===== config.mk =====
export PLATFORM = sky130hd
export DESIGN_NAME = wb_arbiter
export DESIGN_NICKNAME = d
export VERILOG_FILES = /design/src/rtl/wb_arbiter.sv
export SDC_FILE = /design/constraint.sdc
export NUM_CORES = 1
export LEC_CHECK = 0
export CORE_AREA = 2 2 108 110
export CTS_CLUSTER_SIZE = 12
export DETAILED_ROUTE_END_ITERATION = 8
export DIE_AREA = 0 0 110 112
export GPL_ROUTABILITY_DRIVEN = 0
export MAX_ROUTING_LAYER = met4
export PLACE_DENSITY = 0.79
export SYNTH_ARGS = -nofsm -noshare
export SYNTH_HDL_FRONTEND = slang
export SYNTH_SLANG_ARGS = --single-unit

===== constraint.sdc =====
create_clock -name clk -period 3.6 [get_ports clk]
set_input_delay 0.54 -clock clk [delete_from_list [all_inputs] [get_ports clk]]
set_output_delay 0.54 -clock clk [all_outputs]
set_load 0.1 [all_outputs]

===== src/rtl/wb_arbiter.sv =====
// wb_arbiter: register-file write-port arbiter.
// Merges in-order pipeline writebacks with buffered long-latency (mul/div)
// results. The pipeline normally has priority. A buffered result that waits
// STARVE_LIMIT cycles forces its way in by stalling the pipeline for one cycle.
module wb_arbiter #(
  parameter int DEPTH        = 2,
  parameter int STARVE_LIMIT = 4
) (
  input  logic                     clk,
  input  logic                     rst,
  input  logic                     pipe_valid,
  input  logic [4:0]               pipe_rd,
  input  logic [31:0]              pipe_data,
  output logic                     pipe_stall,
  input  logic                     mdu_valid,
  output logic                     mdu_ready,
  input  logic [4:0]               mdu_rd,
  input  logic [31:0]              mdu_data,
  output logic                     rf_we,
  output logic [4:0]               rf_rd_addr,
  output logic [31:0]              rf_wdata,
  output logic [31:0]              pending_mask,
  output logic [$clog2(DEPTH):0]   buf_count
);

  localparam int AW = $clog2(DEPTH);
  localparam int CW = AW + 1;
  localparam logic [CW-1:0] DEPTH_C = CW'(DEPTH);
  localparam logic [3:0]    SLIM    = 4'(STARVE_LIMIT);

  // Buffer storage; a valid bit per slot drives pending_mask directly
  logic [4:0]       ent_rd   [DEPTH];
  logic [31:0]      ent_data [DEPTH];
  logic [DEPTH-1:0] ent_vld;
  logic [AW-1:0]    rd_ptr, wr_ptr;
  logic [3:0]       starve_cnt;

  logic buf_empty, pipe_req, starved, enq;
  logic grant_buf, grant_pipe;
  logic [4:0]  head_rd;
  logic [31:0] head_data;

  assign buf_empty = (buf_count == '0);
  // A write to x0 is architecturally a no-op, so it never competes for the port
  assign pipe_req  = pipe_valid && (pipe_rd != 5'd0);
  assign starved   = (starve_cnt == SLIM) && !buf_empty;
  // Ready looks only at state and reset, never at the offered request
  assign mdu_ready = (buf_count < DEPTH_C) && !rst;
  assign enq       = mdu_valid && mdu_ready && (mdu_rd != 5'd0);
  assign head_rd   = ent_rd[rd_ptr];
  assign head_data = ent_data[rd_ptr];
  assign pipe_stall = pipe_req && grant_buf;

  // Grant selection: starved head first, then pipeline, then any buffered head.
  // Decisions use registered occupancy, so an entry accepted this edge cannot
  // be granted until the following one.
  always_comb begin
    grant_buf  = 1'b0;
    grant_pipe = 1'b0;
    if (starved)         grant_buf  = 1'b1;
    else if (pipe_req)   grant_pipe = 1'b1;
    else if (!buf_empty) grant_buf  = 1'b1;
  end

  // OR together the destination of every live entry; duplicates keep the bit
  // set until the last one retires
  always_comb begin
    pending_mask = '0;
    for (int i = 0; i < DEPTH; i++)
      if (ent_vld[i]) pending_mask[ent_rd[i]] = 1'b1;
  end

  // Entry payload capture; contents are only meaningful while the slot is valid
  always_ff @(posedge clk) begin
    if (enq) begin
      ent_rd[wr_ptr]   <= mdu_rd;
      ent_data[wr_ptr] <= mdu_data;
    end
  end

  // FIFO control: pointers wrap naturally because DEPTH is a power of two.
  // Enqueue and dequeue never hit the same slot (that needs empty or full).
  always_ff @(posedge clk or posedge rst) begin
    if (rst) begin
      rd_ptr    <= '0;
      wr_ptr    <= '0;
      ent_vld   <= '0;
      buf_count <= '0;
    end else begin
      if (grant_buf) begin
        ent_vld[rd_ptr] <= 1'b0;
        rd_ptr          <= rd_ptr + 1'b1;
      end
      if (enq) begin
        ent_vld[wr_ptr] <= 1'b1;
        wr_ptr          <= wr_ptr + 1'b1;
      end
      case ({enq, grant_buf})
        2'b10:   buf_count <= buf_count + 1'b1;
        2'b01:   buf_count <= buf_count - 1'b1;
        default: buf_count <= buf_count;
      endcase
    end
  end

  // Starvation counter: counts cycles the head is passed over, saturating
  always_ff @(posedge clk or posedge rst) begin
    if (rst)                        starve_cnt <= '0;
    else if (buf_empty || grant_buf) starve_cnt <= '0;
    else if (starve_cnt != SLIM)    starve_cnt <= starve_cnt + 1'b1;
  end

  // Registered write port; address/data hold when nothing is granted
  always_ff @(posedge clk or posedge rst) begin
    if (rst) begin
      rf_we      <= 1'b0;
      rf_rd_addr <= '0;
      rf_wdata   <= '0;
    end else begin
      rf_we <= grant_buf || grant_pipe;
      if (grant_buf) begin
        rf_rd_addr <= head_rd;
        rf_wdata   <= head_data;
      end else if (grant_pipe) begin
        rf_rd_addr <= pipe_rd;
        rf_wdata   <= pipe_data;
      end
    end
  end

endmodule


==> out/metrics.yaml <==
outcome: "finished, final reports clean"
rsz0062_at_grt: "false"
hold_viol_final: 0
clockBufferDepth: 2
core_area_sq_um: 11170
die_w_microns: 110
async_reset_ff_share_pct: 39.34
io_buffers: 151
crit_required_ps: 3060
postCtsHoldBufs: 0
slew_headroom_pct: 28.83
crit_type: "in2out"
timing.final.crit_share_pct: 80.04
worst_skew_pair.late_latency_ps: 410
synth_edf_count: 74
cts-root-buf: "clkbuf_16"
hold_path_end: "starve_cnt[0]"
layout_common_cells: "clkdlybuf4s50_1 (117), edfxtp_1 (74), dfrtp_1 (47), mux2i_1 (37), a22oi_1 (37)"
dieArea_sq_um: 12320
setup_viol: 0
synth-compound-area-share_pct: 14.89
cts.sink_count: 122
dp_hpwl_microns: 8728
drt-total-wl_microns: 12600
fin_area_sq_um: 7237
synth_nets: 442
wl_per_cell_microns: 18.86
drc_errors: 0
startpoint_type: "primary input"
clkTransAtPathRegs_ps: 50
dp_slack_ps: 710.7
dpl_cell_area_sq_um: 6664
area_delta_synth_final_pct: 42.11
fin_ws_ps: 718.6
cts_resized: 0
ys_ff_latch: 122
grt_max_degree: 49
drive_gt1_share_pct: 15.24
post_cts_buffers: 0
postRouteAntennaNets: 0
n_fill_cell: 810
fp.dieH_microns: 112
drt_iter0_markers: 479
crit_path_max_fanout: 5
diodes: 0
grt_use_total_pct: 21.73
tns_ps: 0
synthAdderAreaFrac_pct: 0.7371
final-max-slew-violation-count: 0
power.leakage_nw: 2.759
cts_tree: "built"
dpl.cell_count: 636
viasPerCell: 5.609
antenna_found_initial: 0
cts_buffers: 17
synth_cell_type_count: 39
synth_top_family_by_area: "compound AO/OA/AOI/OAI gates"
stdcell_count: 668
ys_warn_count: 0
syn_avg_cell_area_sq_um: 14.11
cts.htree.levels: 4
grt_pass1_vias: 3886
num_rows: 39
ys_seq_area_share_pct: 67.22
r2r_setup_slack_ps: 1050
dr.pass1.iters: 5
worst_pin_slew_ps: 1068
r2r_cells: 11
synthXorXnorAreaFrac_pct: 1.204
io_pins: 152
endpoint_kind: "output port"
crit_arrival_ps: 2340
start_util_pct: 45.57
synth_cells: 361
grt.overflow.total: 0
holdWs_ps: 489.5
fmax_mhz: 347.1
num_vias: 3747
hold_path.class: "reg2reg"
r2r-end: "buf_count[1]"
syn_area_sq_um: 5092
period_needed_ps: 2881
post-route-util_pct: 64.76
synth_mux_area_share_pct: 7.273
maxCapViolCount: 0
clock-skew-final_ps: 24.62
final_common_cell: "clkdlybuf4s50_1"
min_path_cells: 1
synthSimpleGateAreaFrac_pct: 5.553
nNetsFinal: 593
hp-start: "starve_cnt[0]"
synth_flop_cell: "edfxtp_1"
timing.rr.start: "starve_cnt[0]"
power.total_mw: 6.255
powerDensity_nw_per_um2: 864.3
peakVddDrop_uv: 590.4
grt_pass1_wl_microns: 19530
Yosys cell counts, types with 3 or more instances:
cell type	n	share of area, %
edfxtp_1	74	44
dfrtp_1	48	24
nand3_1	5	0.49
nand3b_1	10	1.5
buf_6	4	0.88
o21ai_0	30	2.9
o22ai_1	32	3.9
o21ai_1	10	0.98
a22oi_1	37	5.5
mux2i_1	37	7.3
clkbuf_1	13	0.96
nand2_1	4	0.29
or3b_1	4	0.69
nor2_1	10	0.74
inv_1	7	0.52
xnor2_1	5	0.86
ha_1	3	0.74
state kept, by name, summed over array words and instances, names as in the netlist:
| signal | flops |
|---|---|
| wr_ptr | 1 |
| buf_count | 2 |
| rd_ptr | 1 |
| ent_rd | 10 |
| starve_cnt | 4 |
| ent_vld | 2 |
| rf_rd_addr | 5 |
| rf_we | 1 |
| ent_data | 64 |
| rf_wdata | 32 |
per-layer routing:
metal  track usage (%)  vias to the layer above  routed length, microns
li1                  -                     1708                       -
met1             24.87                     1827                    4879
met2             35.09                      192                    6445
met3             7.319                       20                    1013
met4             8.186                        0                     259
met5                 -                        -                       0
power breakdown:
group          internal (mW)  switching, mW
registers               1.78          0.256
clock network           1.08          0.553
logic                  0.691           1.89
total                   3.55           2.70
critical path, cell delays in order:
cell             delay [ps]
clkdlybuf4s50_1         470
nor3_4                  380
a211oi_2                170
or2_4                   260
a211oi_2                300
buf_12                  220
kinds of logic (layout without fill, tap and decap cells):
kind of cell	after synthesis	after routing
mux	37	37
flops	122	122
fa+ha+maj	3	3
xor+xnor	7	7
buf+inv	31	195
compound gates	116	116
simple gates	45	45
worst max-delay path by stage:
stage | end | slack [ps] | start
after global placement | pipe_stall | 770 | pipe_rd[0]
final | pipe_stall | 720 | pipe_rd[0]
after floorplan | ent_data[0][0] | 20 | buf_count[1]
after detailed placement | buf_count[1] | 710 | pipe_rd[1]
after global routing | pipe_stall | 660 | pipe_rd[0]
after CTS | pipe_stall | 720 | pipe_rd[0]
cell type report:
cell class              instances  area (sq um)  area share, %
well taps                     143         178.9          2.472
clock inverters                 9         125.1          1.729
repair buffers                156          1501          20.75
clock buffers                  23         447.9          6.189
multi-input cells             208          1533          21.18
inverters                       7         26.28         0.3631
flip-flops and latches        122          3425          47.32
(Power assumes the default switching activity.)
